**src/rtl/rr_arb_pkg.sv**
```systemverilog
// Shared definitions for the round-robin shared-register arbiter:
// FSM state encoding, index-width helper and default sizing.
package rr_arb_pkg;

  localparam int unsigned DEF_N = 4;
  localparam int unsigned DEF_W = 8;

  typedef enum logic [0:0] {
    ST_IDLE  = 1'b0,
    ST_GRANT = 1'b1
  } state_e;

  // Requester index width; never narrower than one bit.
  function automatic int unsigned idx_w(input int unsigned n);
    return (n <= 2) ? 1 : $clog2(n);
  endfunction

endpackage

```
**src/rtl/rr_shared_reg_arbiter_pick.sv**
```systemverilog
// Combinational round-robin selector: first set request at or after ptr,
// wrapping past N-1 back to 0.
module rr_pick
  import rr_arb_pkg::*;
#(
  parameter int unsigned N  = DEF_N,
  parameter int unsigned IW = idx_w(N)
) (
  input  logic [N-1:0]  req,
  input  logic [IW-1:0] ptr,
  output logic          any,
  output logic [IW-1:0] winner
);

  logic          hi_any;
  logic [IW-1:0] hi_win;
  logic [IW-1:0] lo_win;

  // Descending scans leave the lowest matching index in each candidate:
  // hi_* covers indices >= ptr, lo_* is the wrap-around fallback.
  always_comb begin
    hi_any = 1'b0;
    hi_win = '0;
    lo_win = '0;
    for (int i = N - 1; i >= 0; i--) begin
      if (req[i]) begin
        lo_win = IW'(i);
        if (IW'(i) >= ptr) begin
          hi_any = 1'b1;
          hi_win = IW'(i);
        end
      end
    end
  end

  assign any    = |req;
  assign winner = hi_any ? hi_win : lo_win;

endmodule

```
**src/rtl/rr_shared_reg_arbiter.sv**
```systemverilog
// Round-robin write sequencer for one shared enable/sync-reset register:
// grants one requester per two cycles and loads its word in the GRANT cycle.
module rr_shared_reg_arbiter
  import rr_arb_pkg::*;
#(
  parameter int unsigned N  = DEF_N,
  parameter int unsigned W  = DEF_W,
  parameter int unsigned IW = idx_w(N)
) (
  input  logic           clk,
  input  logic           rst,
  input  logic [N-1:0]   req,
  input  logic [N*W-1:0] wdata,
  input  logic           clr,
  output logic [N-1:0]   gnt,
  output logic [W-1:0]   q,
  output logic           busy,
  output logic [IW-1:0]  last_id
);

  state_e        state_q;
  logic [N-1:0]  gnt_q;
  logic          busy_q;
  logic [IW-1:0] last_id_q;
  logic [IW-1:0] ptr_q;
  logic [IW-1:0] sel_q;
  logic [W-1:0]  q_q;

  logic          pick_any;
  logic [IW-1:0] pick_win;
  logic [N-1:0]  win_onehot;
  logic [IW-1:0] ptr_d;
  logic          reg_en;
  logic          reg_srst;
  logic [W-1:0]  reg_d;

  rr_pick #(
    .N  (N),
    .IW (IW)
  ) u_pick (
    .req    (req),
    .ptr    (ptr_q),
    .any    (pick_any),
    .winner (pick_win)
  );

  always_comb begin
    win_onehot = '0;
    win_onehot[pick_win] = 1'b1;
  end

  // Pointer wraps at N so non-power-of-two requester counts stay in range.
  assign ptr_d = (sel_q == IW'(N - 1)) ? '0 : sel_q + IW'(1);

  always_ff @(posedge clk) begin
    if (rst) begin
      state_q   <= ST_IDLE;
      gnt_q     <= '0;
      busy_q    <= 1'b0;
      last_id_q <= '0;
      ptr_q     <= '0;
      sel_q     <= '0;
    end else begin
      case (state_q)
        ST_IDLE: begin
          if (!clr && pick_any) begin
            gnt_q   <= win_onehot;
            sel_q   <= pick_win;
            busy_q  <= 1'b1;
            state_q <= ST_GRANT;
          end
        end
        ST_GRANT: begin
          gnt_q     <= '0;
          busy_q    <= 1'b0;
          last_id_q <= sel_q;
          ptr_q     <= ptr_d;
          state_q   <= ST_IDLE;
        end
        default: begin
          gnt_q   <= '0;
          busy_q  <= 1'b0;
          state_q <= ST_IDLE;
        end
      endcase
    end
  end

  // Shared register: loads during GRANT, cleared by reset or by clr in IDLE.
  assign reg_en   = (state_q == ST_GRANT);
  assign reg_srst = rst | (clr & (state_q == ST_IDLE));

  always_comb begin
    reg_d = '0;
    for (int i = 0; i < N; i++) begin
      if (sel_q == IW'(i)) reg_d = wdata[i*W +: W];
    end
  end

  always_ff @(posedge clk) begin
    if (reg_srst)    q_q <= '0;
    else if (reg_en) q_q <= reg_d;
  end

  assign gnt     = gnt_q;
  assign q       = q_q;
  assign busy    = busy_q;
  assign last_id = last_id_q;

endmodule

```
**config.mk**
```make
export PLATFORM = sky130hd
export DESIGN_NAME = rr_shared_reg_arbiter
export DESIGN_NICKNAME = d
export VERILOG_FILES = /design/src/rtl/rr_arb_pkg.sv /design/src/rtl/rr_shared_reg_arbiter_pick.sv /design/src/rtl/rr_shared_reg_arbiter.sv
export SDC_FILE = /design/constraint.sdc
export NUM_CORES = 1
export LEC_CHECK = 0
export ABC_AREA = 1
export CAP_MARGIN = 15
export CORE_ASPECT_RATIO = 1.2
export CORE_UTILIZATION = 40
export DETAILED_ROUTE_END_ITERATION = 10
export PLACE_DENSITY = 0.87
export SLEW_MARGIN = 20
export SYNTH_ARGS = -nofsm -noshare
export SYNTH_HDL_FRONTEND = slang
export SYNTH_SLANG_ARGS = --single-unit
```
**constraint.sdc**
```tcl
create_clock -name clk -period 1.85 [get_ports clk]
set_input_delay 0.37 -clock clk [delete_from_list [all_inputs] [get_ports clk]]
set_output_delay 0.37 -clock clk [all_outputs]
set_load 0.05 [all_outputs]
```
==> summary.txt, run 1 <==
Status
  • Status: complete, no violations

Drt
  • Via/cell ratio: 5.17
  • Routed wire length: 3180 um
  • DR pass1 iterations: 4
  • Detail Route Antenna Nets: 0
  • DRT iter0 DRCs: 27
  • Wire per inst: 12.8 um
  • Total number of vias: 1287
  • Residual DRC: 0

Placed design
  • Post-DP HPWL: 2500 um
  • IO buf count: 53
  • Worst slack, placed: 0.188 ns
  • Routability Congestion: 0.867

GRT
  • First-pass GRT wire length: 5320 um
  • Vias in the first global route: 1255
  • Largest net degree at the start of global routing: 17
  • Initial antenna violation count: 0
  • Overflow after GRT: 0
  • Total Routing Usage GR: 23.1%

Pwr
  • VDD IR max: 0.452 mV
  • Leak: 0.000790 uW
  • PD cells: 710 nW/um2

Worst setup path
  • Reg2Reg Depth: 7
  • Worst setup SP type: register
  • CP Class: reg2reg
  • Worst r2r dst: q[6]$_SDFFE_PP0P_
  • CP Data Arrival Time: 1.90 ns
  • Crit end category: register
  • Worst Setup EP: q[6]$_SDFFE_PP0P_
  • RR Startpoint: sel_q[1]$_SDFFE_PP0P_
  • Worst-path fanout max: 9
  • R2r setup slk: 0.21 ns
  • Crit. Startpoint: sel_q[1]$_SDFFE_PP0P_
  • Required @ worst endpoint: 2.10 ns

STA
  • Slew Viols, Final: 0
  • Tmin final: 1.64 ns
  • Tcrit/Tclk final: 88.7%
  • Final Hold Viols: 0
  • Layout Skew: 0.0106 ns
  • Worst setup margin: 0.209 ns
  • RSZ-0062 raised after global routing: false
  • Setup TNS: 0 ns
  • Endpoints failing setup: 0
  • Relative max-transition margin: 66.1%
  • Worst-Margin Slew: 0.509 ns
  • Hold_ws: 0.458 ns
  • Max Fclk: 0.609 GHz

Yosys
  • Sequential area share after synthesis: 35.2%
  • Yosys reg bits: 20
  • Cells after synthesis: 164
  • Synth Net Count: 207
  • Post-synth cell types: 23
  • Mapped Area: 1140 um2
  • Yosys warnings: 0
  • Avg Inst Size Synth: 6.93 um2

Floorplan
  • Core area: 2600 um2
  • # IOs: 54
  • Chip width: 50.7 um
  • Starting Density: 43.7%
  • Die Y: 60.4 um
  • # rows: 20
  • Die footprint: 3060 um2

Clock network
  • TritonCTS clock tree: yes
  • Max Root-Sink Buffers: 2
  • Num CTS Buffers: 3
  • CTS Sinks: 20
  • H-tree Lvls: 1
  • Latest clock arrival within the worst-skew pair: 0.31 ns
  • Root buf cell: clkbuf_4
  • Clock slew at reported path FFs: 0.12 ns
  • Setup bufs post-CTS: 0
  • Hold_buf cts: 0

Layout
  • Nets@finish: 260
  • Antenna cells: 0
  • Commonest non-fill, non-tap cell in the layout: clkdlybuf4s50_1
  • Final core occ: 65.6%
  • Area delta synth->final: 50.2%
  • Share of layout cells above drive strength 1: 13.4%
  • Commonest cells after routing, fill and taps aside: clkdlybuf4s50_1 (38), a21oi_1 (30), nand2_1 (29)

Flow run
  • Maximum Capacitance Violations: 0

Min path
  • Worst hold path type: reg2reg
  • Hold path depth: 2
==> cells by family (layout without fill, tap and decap cells) <==
kind of cell    Yosys count  in the layout  synth area share (%)
fa+ha+maj                 4              4                  4.41
flops                    20             20                  35.2
simple gates             62             62                  23.0
compound gates           55             55                  27.8
buf+inv                  23             75                  9.58
==> per-stage QoR <==
stage / std cells / instance area, um2 / power, uW
floorplan: 164 / 1140 / 714
global placement: 245 / 1650 / 855
detailed placement: 245 / 1650 / 861
CTS: 249 / 1700 / 1220
global route: 249 / 1710 / 1270
finish: 249 / 1710 / 1210
==> state kept, by name, indices dropped and copies added, names as in the netlist <==
register,cells
busy,1
gnt,4
last_id,2
ptr_q,2
q,8
reg_en,1
sel_q,2
==> Yosys cell counts <==
| master | number | area [um2] |
|---|---|---|
| a211oi_1 | 1 | 7.51 |
| a21oi_1 | 30 | 150 |
| a21oi_2 | 3 | 26.3 |
| a22oi_1 | 1 | 7.51 |
| a2bb2oi_1 | 1 | 8.76 |
| and3_2 | 1 | 7.51 |
| buf_2 | 6 | 30.0 |
| buf_6 | 2 | 22.5 |
| clkinv_1 | 1 | 3.75 |
| dfxtp_1 | 20 | 400 |
| ha_1 | 4 | 50.1 |
| inv_1 | 10 | 37.5 |
| inv_2 | 4 | 15.0 |
| nand2_1 | 29 | 109 |
| nand2_2 | 1 | 6.26 |
| nand3_1 | 6 | 30.0 |
| nand3_2 | 2 | 20.0 |
| nor2_1 | 22 | 82.6 |
| nor2_2 | 1 | 6.26 |
| o211ai_1 | 1 | 7.51 |
| o21ai_0 | 10 | 50.1 |
| o21ai_1 | 1 | 5.00 |
| o31ai_1 | 7 | 52.6 |
==> final cells by class <==
| cell class | instances | area, um2 |
|---|---|---|
| clock buffers | 3 | 22.5 |
| repair buffers | 56 | 529 |
| flip-flops and latches | 20 | 400 |
| inverters | 15 | 56.3 |
| clock inverters | 1 | 30.0 |
| fillers | 236 | 896 |
| well taps | 33 | 41.3 |
| multi-input cells | 121 | 627 |
==> per-layer routing <==
| metal | share of wire, % | global-route usage [%] | vias to the layer above |
|---|---|---|---|
| met3 | 5.3 | 4.26 | 3 |
| met5 | 0 | 0 | - |
| met2 | 51 | 45.1 | 41 |
| li1 | - | - | 658 |
| met4 | 0.91 | 7.94 | 0 |
| met1 | 42 | 24.7 | 585 |
==> worst max-delay path, cell delays in order (launching register included) <==
cell     delay, ns
dfxtp_1       0.43
inv_1         0.10
ha_1          0.30
inv_2         0.18
nor2_1        0.06
o31ai_1       0.28
nand2_1       0.09
a21oi_1       0.14
==> report_power, final <==
part           internal [uW]  total [uW]  switching [uW]
registers                456         473            16.4
logic                    164         376             212
clock network            219         363             144
==> what timing repair did <==
item | 4_1_cts | 5_1_grt
endpoints found under the hold margin | 0 | 0
endpoints found under the setup margin | 3 | 2
resized for setup | 3 | 2
==> how the worst min path moves through the flow <==
stage | start | to | slack [ns]
finish | busy$_SDFFE_PP0P_ | busy$_SDFFE_PP0P_ | 0.46
global route | busy$_SDFFE_PP0P_ | busy$_SDFFE_PP0P_ | 0.47
CTS | busy$_SDFFE_PP0P_ | busy$_SDFFE_PP0P_ | 0.46
detailed placement | busy$_SDFFE_PP0P_ | busy$_SDFFE_PP0P_ | 0.44
global placement | busy$_SDFFE_PP0P_ | busy$_SDFFE_PP0P_ | 0.45
floorplan | ptr_q[0]$_SDFFE_PP0P_ | ptr_q[0]$_SDFFE_PP0P_ | 0.51
Note: power is estimated with default switching activity, not from simulation.
==> inputs of run 2 (changes only) <==
--- a/config.mk
+++ b/config.mk
@@ -8,6 +8,7 @@
 export ABC_AREA = 1
 export CAP_MARGIN = 15
 export CORE_ASPECT_RATIO = 1.2
+export CORE_MARGIN = 5
 export CORE_UTILIZATION = 40
 export DETAILED_ROUTE_END_ITERATION = 10
 export PLACE_DENSITY = 0.87
==> summary.txt, run 2 (synthesis gave the netlist of run 1 again) <==
Drt
  • Wire per inst: 13.2 um
  • Via/cell ratio: 5.12
  • Routed wire length: 3300 um
  • Total number of vias: 1279
  • Detail Route Antenna Nets: 0
  • DR pass1 iterations: 4
  • DRT iter0 DRCs: 74
  • Residual DRC: 0

Placed design
  • Post-DP HPWL: 2530 um
  • Routability Congestion: 0.803
  • IO buf count: 53

Flow run
  • Maximum Capacitance Violations: 0

Layout
  • Commonest non-fill, non-tap cell in the layout: clkdlybuf4s50_1
  • Antenna cells: 0
  • Nets@finish: 260
  • Commonest cells after routing, fill and taps aside: clkdlybuf4s50_1 (38), a21oi_1 (30), nand2_1 (29)
  • Share of layout cells above drive strength 1: 14.8%
  • Max FFs per register: 8
  • Area delta synth->final: 50.0%

Clock network
  • Root buf cell: clkbuf_4
  • Num CTS Buffers: 3
  • Max Root-Sink Buffers: 2
  • H-tree Lvls: 1
  • TritonCTS clock tree: yes
  • Latest clock arrival within the worst-skew pair: 0.30 ns
  • Setup bufs post-CTS: 0
  • Clock slew at reported path FFs: 0.12 ns
  • CTS Sinks: 20

GRT
  • Vias in the first global route: 1218
  • Overflow after GRT: 0
  • Total Routing Usage GR: 17.8%
  • Initial antenna violation count: 0
  • First-pass GRT wire length: 5460 um
  • Largest net degree at the start of global routing: 17

Floorplan
  • Die footprint: 4010 um2
  • # rows: 21
  • Chip width: 58.7 um
  • Starting Density: 41.2%
  • # IOs: 54
  • Core area: 2760 um2
  • Die Y: 68.4 um

Pwr
  • Leak: 0.000782 uW
  • VDD IR max: 0.506 mV
  • PD cells: 710 nW/um2

STA
  • RSZ-0062 raised after global routing: false
  • Setup TNS: 0 ns
  • Hold_ws: 0.461 ns
  • Worst-Margin Slew: 0.511 ns
  • Slew Viols, Final: 0
  • Tmin final: 1.65 ns
  • Tcrit/Tclk final: 89.2%
  • Endpoints failing setup: 0
  • Final Hold Viols: 0
  • Layout Skew: 0.00326 ns
  • Max Fclk: 0.606 GHz
  • Relative max-transition margin: 65.9%

Worst setup path
  • CP dominant cell by count: a21oi_1
  • R2r setup slk: 0.20 ns
  • CP Class: reg2reg
  • Worst-path fanout max: 9
  • Required @ worst endpoint: 2.04 ns
  • CP Data Arrival Time: 1.84 ns
  • Worst-path cell chain: inv_1 > ha_1 > inv_2 > nand3_1 > a21oi_1 > o21ai_0 > a21oi_1
  • Crit end category: register
  • Delay of the slowest critical-path stage: 0.40 ns
  • Worst setup SP type: register
  • Critical path's slowest cell: ha_1

Status
  • Status: complete, no violations

Min path
  • Worst hold path type: reg2reg
run 2: changes by cell type in the layout (fill, tap and decap cells not counted):
cell           change
buf_4              +3
dlygate4sd2_1      -3
run 2: per-stage QoR:
step	total power [uW]	instance area, um2	instances	setup slack (ns)	utilization [%]
floorplan	714	1140	164	0.516	-
global placement	855	1650	246	0.228	59.7
detailed placement	859	1650	246	0.216	59.7
CTS	1220	1700	250	0.0211	61.6
global route	1280	1700	250	0.0732	61.8
finish	1210	1700	250	0.200	61.8
run 2: worst paths after layout:
path / end / cells past startpoint / from
setup / recovery: q[0]$_SDFFE_PP0P_ / 7 / sel_q[1]$_SDFFE_PP0P_
hold / removal: busy$_SDFFE_PP0P_ / 2 / busy$_SDFFE_PP0P_
setup reg to reg: q[0]$_SDFFE_PP0P_ / 7 / sel_q[1]$_SDFFE_PP0P_
hold reg to reg: busy$_SDFFE_PP0P_ / 2 / busy$_SDFFE_PP0P_
run 2: what timing repair did:
action                                 CTS  global route
setup endpoints to repair                0             2
hold buffers                             0             0
endpoints found under the hold margin    0             0
resized for setup                        0             2
run 2: cell type report:
cell class | count | area (um2)
inverter | 15 | 56.3
clock inverter | 1 | 30.0
tap | 34 | 42.5
multi-input combinational | 121 | 627
timing repair buffer | 56 | 526
sequential | 20 | 400
clock buffer | 3 | 22.5
fill | 276 | 1050
run 2: per-layer routing:
metal / GRT usage, % / wire length (um) / vias up
met1: 20.8 / 1370 / 576
li1: - / - / 655
met2: 32.1 / 1600 / 43
met3: 3.58 / 287 / 5
met4: 5.95 / 42 / 0
met5: 0 / 0 / -
run 2: power by group:
| group | switching [uW] | leakage, uW | total, uW | internal (uW) |
|---|---|---|---|---|
| clock | 139 | 0.0000279 | 358 | 219 |
| combinational | 212 | 0.000590 | 378 | 166 |
| sequential | 17.1 | 0.000164 | 473 | 456 |
run 2: critical path, delay by kind of cell (launching register included):
family / cells / cell delay, ns
DFF: 1 / 0.37
adders and majority gates: 1 / 0.40
and+or+nand+nor: 1 / 0.10
AOI/OAI and AO/OA: 3 / 0.39
buffers and inverters: 2 / 0.28
==> inputs of run 3 (changes only) <==
--- a/config.mk
+++ b/config.mk
@@ -7,9 +7,11 @@
 export LEC_CHECK = 0
 export ABC_AREA = 1
 export CAP_MARGIN = 15
+export CELL_PAD_IN_SITES_DETAIL_PLACEMENT = 0
+export CELL_PAD_IN_SITES_GLOBAL_PLACEMENT = 1
 export CORE_ASPECT_RATIO = 1.2
-export CORE_MARGIN = 5
-export CORE_UTILIZATION = 40
+export CORE_MARGIN = 10
+export CORE_UTILIZATION = 27
 export DETAILED_ROUTE_END_ITERATION = 10
 export PLACE_DENSITY = 0.87
 export SLEW_MARGIN = 20
==> summary.txt, run 3 (synthesis gave the netlist of run 1 again) <==
Status
  • Status: complete, no violations

GRT
  • Total Routing Usage GR: 10.0%
  • Overflow after GRT: 0
  • Vias in the first global route: 1232
  • Initial antenna violation count: 0
  • Largest net degree at the start of global routing: 17
  • First-pass GRT wire length: 6000 um

Pwr
  • Sw Pwr: 368 uW
  • Clk pwr share: 27.8%
  • Leak: 0.000762 uW
  • Reg power frac: 40.0%
  • Combinational share of power: 32.2%
  • Switching Share: 31.1%
  • PD cells: 680 nW/um2
  • VDD IR max: 0.297 mV
  • Power Internal: 814 uW

Drt
  • DRT iter0 DRCs: 52
  • Detail Route Antenna Nets: 0
  • Routed wire length: 3630 um
  • Total number of vias: 1266
  • Wire per inst: 13.3 um
  • Residual DRC: 0
  • Via/cell ratio: 4.65
  • DR pass1 iterations: 4

Floorplan
  • Die Y: 91.1 um
  • Chip width: 79.2 um
  • Core area: 4000 um2
  • # rows: 25
  • # IOs: 54
  • Die footprint: 7210 um2
  • Starting Density: 28.4%

Min path
  • Worst hold start: busy$_SDFFE_PP0P_
  • Worst hold path type: reg2reg
  • Hold path depth: 2
  • Hold EP: busy$_SDFFE_PP0P_

Placed design
  • Placed cell area: 1680 um2
  • Post-DP HPWL: 3030 um
  • Routability Congestion: 0.734
  • IO buf count: 53

Layout
  • Nets@finish: 262
  • Final Instance Area: 1740 um2
  • Sequential standard cell area: 400 um2
  • Commonest cells after routing, fill and taps aside: clkdlybuf4s50_1 (38), a21oi_1 (30), nand2_1 (29)
  • Commonest non-fill, non-tap cell in the layout: clkdlybuf4s50_1
  • Fillcell total: 453
  • Share of layout cells above drive strength 1: 16.5%
  • Max FFs per register: 8
  • Area delta synth->final: 52.9%
  • Footprint of the multi-input gates: 627 um2
  • Final core occ: 43.4%
  • Antenna cells: 0

Clock network
  • Hold_buf cts: 0
  • Max Root-Sink Buffers: 2
  • Latest clock arrival within the worst-skew pair: 0.25 ns
  • CTS Sinks: 20
  • Setup bufs post-CTS: 0
  • Clock slew at reported path FFs: 0.07 ns
  • Num CTS Buffers: 3
  • H-tree Lvls: 1
  • TritonCTS clock tree: yes
  • Root buf cell: clkbuf_8
  • Resized Gates After CTS: 0

STA
  • Max Fclk: 0.653 GHz
  • Tcrit/Tclk final: 82.7%
  • Final Hold Viols: 0
  • Hold_ws: 0.451 ns
  • Setup TNS: 0 ns
  • Endpoints failing setup: 0
  • RSZ-0062 raised after global routing: false
  • Tmin final: 1.53 ns
  • Layout Skew: 0.00364 ns
  • Slew Viols, Final: 0
  • Worst-Margin Slew: 0.524 ns
  • Relative max-transition margin: 65.0%

Worst setup path
  • Delay of the slowest critical-path stage: 0.40 ns
  • Worst-path fanout max: 8
  • CP Data Arrival Time: 1.72 ns
  • Required @ worst endpoint: 2.04 ns
  • Reg2Reg Depth: 7
  • Worst-path cell chain: inv_1 > ha_1 > inv_2 > nor2_1 > o31ai_1 > nand2_1 > a21oi_1
  • R2r setup slk: 0.32 ns
  • Delay-heaviest family, CP: flip-flops
  • Worst setup SP type: register
  • Worst r2r dst: q[7]$_SDFFE_PP0P_
  • RR Startpoint: sel_q[1]$_SDFFE_PP0P_
  • Crit end category: register
  • Critical path's slowest cell: dfxtp_1
  • WP buf/inv: 2
  • CP Class: reg2reg

Flow run
  • Maximum Capacitance Violations: 0
[run 3: layout make-up]
type                    count  area share (%)
multi-input cells         121            36.1
repair buffers             58            30.5
flip-flops and latches     20            23.1
well taps                  54            3.89
inverters                  15            3.24
clock buffers               4            3.17
[run 3: stage by stage]
step	total power, uW	cells	setup slack, ns
4_1_cts	1200	272	0.293
2_1_floorplan	714	164	0.516
6_report	1180	272	0.319
3_5_place_dp	868	268	0.196
5_1_grt	1260	272	0.162
3_3_place_gp	868	268	0.201
[run 3: metal layers]
metal  vias to the layer above  share of wire (%)  track usage, %  wire (um)
met3                         2                3.9            1.87        143
met4                         0               0.80            2.69         29
met1                       580                 43            11.5       1570
met5                         -                  0               0          0
li1                        661                  -               -          -
met2                        23                 52            18.1       1880
[run 3: worst register-to-register path: stages (launching register included)]
cell	delay (ns)
dfxtp_1	0.40
inv_1	0.11
ha_1	0.25
inv_2	0.15
nor2_1	0.06
o31ai_1	0.27
nand2_1	0.10
a21oi_1	0.13
[run 3: worst max path at each step]
stage	to	startpoint	cells past startpoint
after detailed placement	gnt[1]$_SDFFE_PP0P_	req[0]	7
after CTS	q[1]$_SDFFE_PP0P_	sel_q[0]$_SDFFE_PP0P_	5
after global routing	q[7]$_SDFFE_PP0P_	sel_q[1]$_SDFFE_PP0P_	7
final	q[7]$_SDFFE_PP0P_	sel_q[1]$_SDFFE_PP0P_	7
after global placement	gnt[1]$_SDFFE_PP0P_	req[0]	7
after floorplan	q[6]$_SDFFE_PP0P_	sel_q[0]$_SDFFE_PP0P_	7
[run 3: power by group through the flow]
stage	sequential (uW)	combinational, uW	clock, uW
detailed placement	483	385	0
global route	477	421	359
CTS	473	387	339
floorplan	538	175	0
global placement	483	385	0
finish	473	380	328
